[config.mk]
export PLATFORM = sky130hd
export DESIGN_NAME = ide_device_pio_flat
export DESIGN_NICKNAME = d
export VERILOG_FILES = /design/src/rtl/ide_device_pio_pkg.sv /design/src/rtl/ide_device_pio_if.sv /design/src/rtl/ide_device_pio_sector_buf.sv /design/src/rtl/ide_device_pio.sv /design/src/flat_wrapper.sv
export SDC_FILE = /design/constraint.sdc
export NUM_CORES = 2
export LEC_CHECK = 0
export ABC_AREA = 0
export BUFFER_PORTS_ARGS = -buffer_cell sky130_fd_sc_hd__buf_2
export CAP_MARGIN = 5
export CORE_ASPECT_RATIO = 0.7
export CORE_MARGIN = 3
export CORE_UTILIZATION = 45
export DETAILED_ROUTE_END_ITERATION = 10
export SLEW_MARGIN = 10
export SYNTH_ARGS = -nofsm -noshare
export SYNTH_HDL_FRONTEND = slang
export SYNTH_HIERARCHICAL = 1
export SYNTH_MEMORY_MAX_BITS = 65536
export SYNTH_SLANG_ARGS = --single-unit
[constraint.sdc]
create_clock -name CPUCLK -period 11.25 [get_ports CPUCLK]
set_input_delay 1.125 -clock CPUCLK [delete_from_list [all_inputs] [get_ports CPUCLK]]
set_output_delay 1.125 -clock CPUCLK [all_outputs]
set_load 0.03 [all_outputs]
[src/rtl/ide_device_pio_pkg.sv]
// Shared definitions for the ATA PIO device responder: task-file register
// indices, command opcodes, status bit positions, error codes and the
// controller state type.
package ide_pkg;

  localparam logic [2:0] REG_DATA  = 3'd0;
  localparam logic [2:0] REG_ERR   = 3'd1;  // error (rd) / features (wr)
  localparam logic [2:0] REG_COUNT = 3'd2;
  localparam logic [2:0] REG_LBA0  = 3'd3;
  localparam logic [2:0] REG_LBA1  = 3'd4;
  localparam logic [2:0] REG_LBA2  = 3'd5;
  localparam logic [2:0] REG_DEV   = 3'd6;
  localparam logic [2:0] REG_CMD   = 3'd7;  // status (rd) / command (wr)

  localparam logic [7:0] CMD_READ  = 8'h20;
  localparam logic [7:0] CMD_WRITE = 8'h30;

  localparam int unsigned ST_BSY  = 7;
  localparam int unsigned ST_DRDY = 6;
  localparam int unsigned ST_DRQ  = 3;
  localparam int unsigned ST_ERR  = 0;

  localparam logic [7:0] ERR_ABRT = 8'h04;

  typedef enum logic [2:0] {
    S_IDLE,
    S_RD_FETCH,
    S_RD_DRQ,
    S_WR_DRQ,
    S_WR_FLUSH
  } ide_state_t;

endpackage

[src/rtl/ide_device_pio_if.sv]
// IDE host bus plus backing-store word stream.
//   master : host/store side (drives strobes, write data, store responses)
//   slave  : the device responder
interface ide_device_pio_if #(
  parameter int unsigned LBA_W = 28
);
  logic             IDECS_n;
  logic [2:0]       DA;
  logic             IDERD_n;
  logic             IDEWR_n;
  logic [15:0]      DD_IN;
  logic [15:0]      DD_OUT;
  logic             DD_OE;
  logic             INTRQ;
  logic             ST_REQ;
  logic             ST_WR;
  logic [LBA_W-1:0] ST_LBA;
  logic [15:0]      ST_RDATA;
  logic             ST_RVALID;
  logic [15:0]      ST_WDATA;
  logic             ST_WREADY;

  modport master (
    output IDECS_n, DA, IDERD_n, IDEWR_n, DD_IN, ST_RDATA, ST_RVALID, ST_WREADY,
    input  DD_OUT, DD_OE, INTRQ, ST_REQ, ST_WR, ST_LBA, ST_WDATA
  );

  modport slave (
    input  IDECS_n, DA, IDERD_n, IDEWR_n, DD_IN, ST_RDATA, ST_RVALID, ST_WREADY,
    output DD_OUT, DD_OE, INTRQ, ST_REQ, ST_WR, ST_LBA, ST_WDATA
  );
endinterface

[src/rtl/ide_device_pio_sector_buf.sv]
// 256x16 single-port sector buffer: synchronous write, asynchronous read so
// the host sees buffer[ptr] on DD_OUT while its read strobe is low.
//   clk   : clock
//   we    : write enable
//   addr  : word address (the owner's buffer pointer)
//   wdata : write word
//   rdata : word at addr
module ide_sector_buf (
  input  logic        clk,
  input  logic        we,
  input  logic [7:0]  addr,
  input  logic [15:0] wdata,
  output logic [15:0] rdata
);
  logic [15:0] mem [256];

  always_ff @(posedge clk) begin
    if (we) mem[addr] <= wdata;
  end

  assign rdata = mem[addr];
endmodule

[src/rtl/ide_device_pio.sv]
// ATA PIO device responder: task-file registers, READ SECTORS and WRITE
// SECTORS through a 256-word sector buffer, backed by a word-stream store.
//   CPUCLK : single clock
//   RESET  : synchronous active-high reset
//   bus    : host IDE bus and store stream (slave modport)
module ide_device_pio
  import ide_pkg::*;
#(
  parameter int unsigned SYNC_STAGES = 2,
  parameter int unsigned LBA_W       = 28
) (
  input logic             CPUCLK,
  input logic             RESET,
  ide_device_pio_if.slave bus
);
  logic [SYNC_STAGES-1:0] cs_sh, rd_sh, wr_sh;
  logic [2:0]             da_sh [SYNC_STAGES];
  logic                   rd_q, wr_q;

  ide_state_t       state;
  logic [7:0]       ptr;
  logic [7:0]       count;
  logic [LBA_W-1:0] lba;
  logic [7:0]       error_reg;
  logic             intrq, st_req, st_wr;

  always_ff @(posedge CPUCLK) begin
    if (RESET) begin
      cs_sh <= '1;
      rd_sh <= '1;
      wr_sh <= '1;
      for (int unsigned i = 0; i < SYNC_STAGES; i++) da_sh[i] <= '0;
      rd_q  <= 1'b1;
      wr_q  <= 1'b1;
    end else begin
      cs_sh    <= {cs_sh[SYNC_STAGES-2:0], bus.IDECS_n};
      rd_sh    <= {rd_sh[SYNC_STAGES-2:0], bus.IDERD_n};
      wr_sh    <= {wr_sh[SYNC_STAGES-2:0], bus.IDEWR_n};
      da_sh[0] <= bus.DA;
      for (int unsigned i = 1; i < SYNC_STAGES; i++) da_sh[i] <= da_sh[i-1];
      rd_q     <= rd_sh[SYNC_STAGES-1];
      wr_q     <= wr_sh[SYNC_STAGES-1];
    end
  end

  // Side effects fire on the synchronised deassert of a strobe while selected.
  logic       rd_edge, wr_edge;
  logic [2:0] da_s;
  assign da_s    = da_sh[SYNC_STAGES-1];
  assign rd_edge = rd_sh[SYNC_STAGES-1] & ~rd_q & ~cs_sh[SYNC_STAGES-1];
  assign wr_edge = wr_sh[SYNC_STAGES-1] & ~wr_q & ~cs_sh[SYNC_STAGES-1];

  logic bsy, drq, tf_ok;
  logic [7:0] status;
  assign bsy    = (state == S_RD_FETCH) || (state == S_WR_FLUSH);
  assign drq    = (state == S_RD_DRQ) || (state == S_WR_DRQ);
  assign tf_ok  = !bsy && !drq;
  assign status = {bsy, 1'b1, 2'b00, drq, 2'b00, |error_reg};

  // Host data and store traffic never overlap: host only in DRQ states,
  // store only in BSY states, so the buffer port needs only a data mux.
  logic store_rd, store_wr, host_rd, host_wr, ptr_adv, sector_end, last_sector;
  assign store_rd    = (state == S_RD_FETCH) && st_req && bus.ST_RVALID;
  assign store_wr    = (state == S_WR_FLUSH) && st_req && bus.ST_WREADY;
  assign host_rd     = rd_edge && (da_s == REG_DATA) && (state == S_RD_DRQ);
  assign host_wr     = wr_edge && (da_s == REG_DATA) && (state == S_WR_DRQ);
  assign ptr_adv     = store_rd || store_wr || host_rd || host_wr;
  assign sector_end  = ptr_adv && (ptr == 8'hFF);
  assign last_sector = (count == 8'd1);

  logic        buf_we;
  logic [15:0] buf_wdata, buf_rdata;
  assign buf_we    = store_rd || host_wr;
  assign buf_wdata = store_rd ? bus.ST_RDATA : bus.DD_IN;

  ide_sector_buf u_buf (
    .clk   (CPUCLK),
    .we    (buf_we),
    .addr  (ptr),
    .wdata (buf_wdata),
    .rdata (buf_rdata)
  );

  logic [27:0] lba28, lba_tf;
  assign lba28 = 28'(lba);

  always_comb begin
    lba_tf = lba28;
    case (da_s)
      REG_LBA0: lba_tf[7:0]   = bus.DD_IN[7:0];
      REG_LBA1: lba_tf[15:8]  = bus.DD_IN[7:0];
      REG_LBA2: lba_tf[23:16] = bus.DD_IN[7:0];
      REG_DEV:  lba_tf[27:24] = bus.DD_IN[3:0];
      default:  ;
    endcase
  end

  always_ff @(posedge CPUCLK) begin
    if (RESET) begin
      state     <= S_IDLE;
      ptr       <= '0;
      count     <= 8'h01;
      lba       <= '0;
      error_reg <= '0;
      intrq     <= 1'b0;
      st_req    <= 1'b0;
      st_wr     <= 1'b0;
    end else begin
      if (ptr_adv) ptr <= ptr + 8'd1;
      if (rd_edge && da_s == REG_CMD) intrq <= 1'b0;
      if (wr_edge && tf_ok) begin
        if (da_s == REG_COUNT) count <= bus.DD_IN[7:0];
        if (da_s inside {REG_LBA0, REG_LBA1, REG_LBA2, REG_DEV}) lba <= LBA_W'(lba_tf);
      end
      case (state)
        S_IDLE: begin
          if (wr_edge && da_s == REG_CMD) begin
            case (bus.DD_IN[7:0])
              CMD_READ: begin
                state     <= S_RD_FETCH;
                st_req    <= 1'b1;
                st_wr     <= 1'b0;
                ptr       <= '0;
                error_reg <= '0;
                intrq     <= 1'b0;
              end
              CMD_WRITE: begin
                state     <= S_WR_DRQ;
                ptr       <= '0;
                error_reg <= '0;
                intrq     <= 1'b0;
              end
              default: begin
                error_reg <= ERR_ABRT;
                intrq     <= 1'b1;
              end
            endcase
          end
        end
        S_RD_FETCH: begin
          if (sector_end) begin
            state  <= S_RD_DRQ;
            st_req <= 1'b0;
            intrq  <= 1'b1;
          end
        end
        S_RD_DRQ: begin
          if (sector_end) begin
            count <= count - 8'd1;
            lba   <= lba + LBA_W'(1);
            if (last_sector) begin
              state <= S_IDLE;
            end else begin
              state  <= S_RD_FETCH;
              st_req <= 1'b1;
              st_wr  <= 1'b0;
            end
          end
        end
        S_WR_DRQ: begin
          if (sector_end) begin
            state  <= S_WR_FLUSH;
            st_req <= 1'b1;
            st_wr  <= 1'b1;
          end
        end
        S_WR_FLUSH: begin
          if (sector_end) begin
            st_req <= 1'b0;
            st_wr  <= 1'b0;
            count  <= count - 8'd1;
            lba    <= lba + LBA_W'(1);
            intrq  <= 1'b1;
            state  <= last_sector ? S_IDLE : S_WR_DRQ;
          end
        end
        default: state <= S_IDLE;
      endcase
    end
  end

  // Host-visible read data follows the raw DA pins so it is valid during the strobe.
  always_comb begin
    bus.DD_OUT = '0;
    case (bus.DA)
      REG_DATA:  bus.DD_OUT = buf_rdata;
      REG_ERR:   bus.DD_OUT = {8'h00, error_reg};
      REG_COUNT: bus.DD_OUT = {8'h00, count};
      REG_LBA0:  bus.DD_OUT = {8'h00, lba28[7:0]};
      REG_LBA1:  bus.DD_OUT = {8'h00, lba28[15:8]};
      REG_LBA2:  bus.DD_OUT = {8'h00, lba28[23:16]};
      REG_DEV:   bus.DD_OUT = {8'h00, 4'b0100, lba28[27:24]};
      default:   bus.DD_OUT = {8'h00, status};
    endcase
  end

  assign bus.DD_OE    = !bus.IDECS_n && !bus.IDERD_n;
  assign bus.INTRQ    = intrq;
  assign bus.ST_REQ   = st_req;
  assign bus.ST_WR    = st_wr;
  assign bus.ST_LBA   = lba;
  assign bus.ST_WDATA = buf_rdata;
endmodule
[src/flat_wrapper.sv]
// flat-port wrapper written by rule: the top's interface ports become plain ports
module ide_device_pio_flat import ide_pkg::*;
#(
  parameter int unsigned SYNC_STAGES = 2,
  parameter int unsigned LBA_W       = 28
)
  (CPUCLK, RESET, bus_IDECS_n, bus_DA, bus_IDERD_n, bus_IDEWR_n, bus_DD_IN, bus_ST_RDATA, bus_ST_RVALID, bus_ST_WREADY, bus_DD_OUT, bus_DD_OE, bus_INTRQ, bus_ST_REQ, bus_ST_WR, bus_ST_LBA, bus_ST_WDATA);
  ide_device_pio_if #(.LBA_W(LBA_W)) bus_i ();
  input logic CPUCLK;
  input logic RESET;
  input wire logic [$bits(bus_i.IDECS_n)-1:0] bus_IDECS_n;
  input wire logic [$bits(bus_i.DA)-1:0] bus_DA;
  input wire logic [$bits(bus_i.IDERD_n)-1:0] bus_IDERD_n;
  input wire logic [$bits(bus_i.IDEWR_n)-1:0] bus_IDEWR_n;
  input wire logic [$bits(bus_i.DD_IN)-1:0] bus_DD_IN;
  input wire logic [$bits(bus_i.ST_RDATA)-1:0] bus_ST_RDATA;
  input wire logic [$bits(bus_i.ST_RVALID)-1:0] bus_ST_RVALID;
  input wire logic [$bits(bus_i.ST_WREADY)-1:0] bus_ST_WREADY;
  output wire logic [$bits(bus_i.DD_OUT)-1:0] bus_DD_OUT;
  output wire logic [$bits(bus_i.DD_OE)-1:0] bus_DD_OE;
  output wire logic [$bits(bus_i.INTRQ)-1:0] bus_INTRQ;
  output wire logic [$bits(bus_i.ST_REQ)-1:0] bus_ST_REQ;
  output wire logic [$bits(bus_i.ST_WR)-1:0] bus_ST_WR;
  output wire logic [$bits(bus_i.ST_LBA)-1:0] bus_ST_LBA;
  output wire logic [$bits(bus_i.ST_WDATA)-1:0] bus_ST_WDATA;
  assign bus_i.IDECS_n = bus_IDECS_n;
  assign bus_i.DA = bus_DA;
  assign bus_i.IDERD_n = bus_IDERD_n;
  assign bus_i.IDEWR_n = bus_IDEWR_n;
  assign bus_i.DD_IN = bus_DD_IN;
  assign bus_i.ST_RDATA = bus_ST_RDATA;
  assign bus_i.ST_RVALID = bus_ST_RVALID;
  assign bus_i.ST_WREADY = bus_ST_WREADY;
  assign bus_DD_OUT = bus_i.DD_OUT;
  assign bus_DD_OE = bus_i.DD_OE;
  assign bus_INTRQ = bus_i.INTRQ;
  assign bus_ST_REQ = bus_i.ST_REQ;
  assign bus_ST_WR = bus_i.ST_WR;
  assign bus_ST_LBA = bus_i.ST_LBA;
  assign bus_ST_WDATA = bus_i.ST_WDATA;
  ide_device_pio #(.SYNC_STAGES(SYNC_STAGES), .LBA_W(LBA_W)) u_core (.CPUCLK(CPUCLK), .RESET(RESET), .bus(bus_i));
endmodule
### Yosys cells after proc, flatten, opt, wreduce, memory -nomap -nowiden

Memories as Yosys holds them, arrays and structs flattened. A register that Yosys moved wholly into a read port is not among the register bits.
Cells that the tools add are included.

| storage, ports and cells | value |
|---|---|
| output and inout bits | 64 |
| RAM bits | 4102 |
| logic and storage cells | 147 |
| memories kept | 2 |
| register bits | 66 |

Memories:

| memory | words | width | rd ports | clocked after Yosys merged registers in | write ports | RTL line | text |
|---|---|---|---|---|---|---|---|
| u_core.u_buf.mem | 256 | 16 | 1 | 1 | 1 | ide_device_pio_sector_buf.sv:15 | `logic [15:0] mem [256];` |
| u_core.da_sh | 2 | 3 | 2 | 0 | 2 | ide_device_pio.sv:17 | `logic [2:0] da_sh [SYNC_STAGES];` |

| operators by class | value |
|---|---|
| muxes and demuxes | 53 |
| eq/ne operators | 29 |
| reduce and logical (&&, ||, !) cells | 38 |
| bitwise gates (word level) | 9 |
| add/subtract/negate cells | 3 |

Operator list:

| kind | count |
|---|---|
| $mux W28 | 4 |
| $pmux W16 S7 | 1 |
| $mux W8 | 12 |
| $add A28 B1 Y28 const B | 1 |
| $eq A3 B3 Y1 const B | 8 |
| $mux W3 | 8 |
| $mux W1 | 20 |
| $eq A3 B2 Y1 const B | 6 |
| $eq A8 B6 Y1 const B | 2 |
| $mux W16 | 1 |
| $pmux W3 S5 | 1 |
| $logic_and A1 B1 Y1 | 14 |
| $reduce_and A7 Y1 | 2 |
| $ne A2 B1 Y1 const B | 6 |
| $reduce_bool A4 Y1 | 3 |
| $logic_not A3 Y1 | 3 |
| $add A8 B1 Y8 const B | 1 |
| $eq A8 B1 Y1 const B | 1 |
| $eq A8 B8 Y1 const B | 1 |
| $pmux W1 S4 | 2 |
| $reduce_or A8 Y1 | 1 |
| $sub A8 B1 Y8 const B | 1 |
| $eq A3 B1 Y1 const B | 2 |
| $logic_or A1 B1 Y1 | 6 |
| other kinds (13) | 25 |

### Depth between registers and ports, before layout

| logic depth | value |
|---|---|
| word-level depth | 12 |
| depth in mapped cells | 13 |

### Hierarchy

Netlist, hierarchy kept.

Modules (own cells, without submodules):

| module | cells an instance | sequential area each (µm²) | times used | area each (µm²) |
|---|---|---|---|---|
| ide_sector_buf | 6711 | 122998.0 | 1 | 155078.7 |
| ide_device_pio | 549 | 1301.2 | 1 | 4419.2 |

### Worst setup path after synthesis

OpenSTA, ideal clock, no wires.

| timing path | value |
|---|---|
| path kind | register to output |
| from | register, netlist name u_core/ptr[0] |
| to | output bus_DD_OUT[3] |
| required time | 10125 ps |
| buffers on the path | 3 |
| slack | 6692 ps |
| data arrival time | 3433 ps |
| stages on the path, launching flop included | 13 |
| cells stage by stage | dfxtp_1 clkbuf_1 clkbuf_1 buf_2 mux4_2 a22oi_1 a21oi_1 o41ai_1 nand4_1 a221oi_1 a31oi_1 a221oi_1 a21oi_1 |

RTL lines:

| element | RTL line | text |
|---|---|---|
| to (decl) | flat_wrapper.sv:19 | `output wire logic [$bits(bus_i.DD_OUT)-1:0] bus_DD_OUT;` |

==> results.md <==
- Outcome: finished clean
- Rel. slew slack: 6.40%
- Max reg flops: 4,096
- TNS Setup: 0 ps
- Starting Density: 45.3%
- Finished Layout Cells: 12,700
- Pre-CTS setup slack: between 4000 and 5000 ps
- Yosys top cell by area: edfxtp_1
- Total CTS buffers: 386
- Slowest-stage cell, CP: dfxtp_4
- DR iter-0 viols: 11,800
- Post-cts sizing count: 0
- Buffers on Ports: 105
- Global-route wire length before repair: 612,000 µm
- Worst EP required: 10,130 ps
- Post-CTS Setup Bufs: 0
- Synth Instances: 7,260
- Area growth from synthesis to layout: 12.9%
- Clk slew on worst S/H paths: 60 ps
- Number of synthesized flops with an enable pin: just over 4,000
- Post-synthesis mux area share: between 10 and 15%
- Largest family of logic cells by synthesized area: multiplexers
- Syn_area_per_cell: ~22 µm²
- Root Buffer Master: clkbuf_16
- Hold Fails Final Rpt: 0
- Worst-path cell chain: buf_12 > buf_12 > mux4_2 > a22oi_1 > a21oi_1 > o41ai_1 > nand4_1 > mux4_2 > nor2_1 > a21oi_1 > buf_2
- Initial antenna violation count: 19
- # fillers: 27,500
- Top_reg_cell synth: edfxtp_1
- Unrepaired setup endpoints after global routing: no
- Synth area leaders: edfxtp_1 (77%), mux4_2 (14%), a22oi_1 (2.4%)
- Via-per-instance ratio: 6.37
- Cells after DPL: roughly 12,000
- Adder-Cell Fraction of Synth Area: 0.0377%
- Post-synthesis compound-gate area fraction: about 4.3%
- Mapped cell area: 0.159 mm²
- Routed Antenna Nets: 0
- DR vias: 80,900
- Crit Path Category: flop to output port
- YS warnings: 6
- P_leak: roughly 54 nW
- Initial DRT Pass Iterations: 6
- Worst-skew pair later-pin latency: 940 ps
- GRT Overall Usage: 23.7%
- Die Ht: 504 µm
- Period minus WS final: 8190 ps
- Power Total: 0.0302 W
- Hold WS: 394 ps
- Worst vdd rail ir drop: between 0.15 and 0.2 mV
- Vias in the first global route: 78,200
- Fmax: 122 MHz
- Top reg by flops: u_core/u_buf/mem
- CP max FO: 83
- Max cap viols: 0
- Drt drc: 0
- Maximum root-to-sink buffer count: 4
- DPL Wire Length: 250,000 µm
- Critical Path AT: 7070 ps
- Slew Limit Fails: 0
- Unique masters post-synth: 79
- Worst Hold Class: primary input to flop
- Synth Net Count: around 7,300
- Crit path launch type: flop
- Clk_skew: 38.9 ps
- Nets: 7,719
- Clk sinks: 4,161
- PD cells: 168 mW/mm²
- Routed WL: 433,000 µm
- Row cnt: 182
- Gpl congestion: between 0.8 and 0.9
- Synth async-reset ratio: 0%
- Post-synth top area share: between 70 and 80%
- CTS tree: built
- DIE WIDTH: approximately 700 µm
- Core area: 0.352 mm²
- Number of synthesized register bits: 4,161
- Share of layout cells above drive strength 1: 27.5%
- Largest net degree at the start of global routing: 170
- Worst Tran Pin Value: 1400 ps
- Total Die Area: 0.362 mm²
- Fin worst setup slack: 3060 ps
- Routed wire per std cell: 34.1 µm
- Seq/Total Area, Yosys: 77.9%
- I/O pin count: 106
- Post-Synth Simple-Gate Area: roughly 1.7%
- Worst Setup End Kind: output port
- Setup violators final: 0
- XOR/XNOR Fraction of Synth Area: 0.0549%
- Final worst-path cycle share: 72.8%
- # H-tree levels: 5
- Remaining Overflow, GRT: 0
- CP max stage delay: roughly 970 ps
- Hold buffers post-CTS: 0
-- path summary, 6_finish.rpt --
check / from / endpoint / slack [ps] / cells after the start
worst max-delay path: u_core/ptr[0] / bus_DD_OUT[0] / 3060 / 11
worst max register to register: u_core/ptr[1] / u_core/u_buf/mem[26][6] / 5900 / 7
worst min-delay path: bus_IDEWR_n / u_core/wr_sh[0] / 390 / 2
worst min register to register: u_core/rd_sh[0] / u_core/rd_sh[1] / 430 / 1
-- worst max-delay path, delay by kind of cell (launching register included) --
kind | cells | cell delay (ps)
AND/OR/NAND/NOR | 2 | 740
buffers and inverters | 3 | 1140
flip-flops | 1 | 970
AO/OA/AOI/OAI | 4 | 1960
multiplexers | 2 | 1230
-- synthesized netlist by cell type (3+ instances only) --
cell	n
buf_4	16
o311ai_1	3
nand4_1	30
o311ai_0	7
or2_2	13
a22oi_1	520
a21oi_1	282
o211ai_1	8
o2111ai_1	4
dfxtp_1	65
and2_1	17
nand3b_1	4
xor2_1	4
buf_1	59
nor2b_1	17
clkbuf_1	270
nand2_1	79
buf_2	81
a221oi_1	5
ha_1	4
mux4_2	1026
inv_1	19
mux2_2	20
a211oi_1	9
or3_1	8
buf_6	27
a31o_2	3
nand2b_1	12
o31ai_1	4
mux2i_1	6
or4_1	8
and4_1	6
nand3_1	38
nor2_1	270
edfxtp_1	4096
a31oi_1	19
nor3_1	45
nor4_1	4
and3_1	12
xnor2_1	6
a32oi_1	9
o41ai_1	65
o21ai_0	16
-- layout make-up --
| type | count | area [µm²] | area share, % |
|---|---|---|---|
| multi-input cells | 2626 | 33900 | 18.8 |
| clock inverters | 231 | 2150 | 1.19 |
| well taps | 4692 | 5870 | 3.26 |
| diodes | 16 | 40.0 | 0.0222 |
| clock buffers | 473 | 10100 | 5.59 |
| flip-flops and latches | 4161 | 124000 | 69.0 |
| repair buffers | 478 | 3690 | 2.05 |
| inverters | 20 | 75.1 | 0.0417 |
-- cells by family after synthesis --
group / after synthesis
adders and majority gates: 5
and+or+nand+nor: 575
AOI/OAI and AO/OA: 984
buffers and inverters: 473
muxes: 1052
xor gates and xnor gates: 10
DFF: 4161
-- layout by cell type, fill, tap and decap left out, types with 16 or more instances in the layout --
master	synthesis	layout
a21oi_1	282	281
a22oi_1	520	520
a31oi_1	19	19
and2_1	17	16
buf_12	0	27
buf_2	81	105
buf_4	16	344
bufinv_16	0	37
clkbuf_1	270	82
clkbuf_16	0	389
clkinv_1	0	92
clkinv_2	0	70
dfxtp_1	65	63
diode_2	0	16
edfxtp_1	4096	4096
inv_1	19	19
mux2_8	0	16
mux4_2	1026	1026
nand2_1	79	74
nand3_1	38	30
nand4_1	30	30
nor2_1	270	229
nor2_2	0	39
nor3_2	0	26
o41ai_1	65	43
o41ai_2	0	20
-- report_power, final --
group | internal (W) | switching (W)
Combinational | 0.0000296 | 0.000294
Sequential | 0.0170 | 0.00000271
Clock | 0.00723 | 0.00567
Total | 0.0243 | 0.00597
-- routing by layer --
metal	vias to the layer above	track usage, %	routed length (µm)
li1	31900	-	-
met1	43900	37.5	185000
met2	4490	33.2	189000
met3	527	5.75	48300
met4	12	5.67	9890
met5	-	0	89
-- stage by stage --
step / area (µm²) / util (%)
2_1_floorplan: 159000 / -
3_3_place_gp: 168000 / 47.7
3_5_place_dp: 168000 / 47.7
4_1_cts: 180000 / 51.1
5_1_grt: 180000 / 51.2
6_report: 180000 / 51.2
Power figures use the tool's default switching activity.
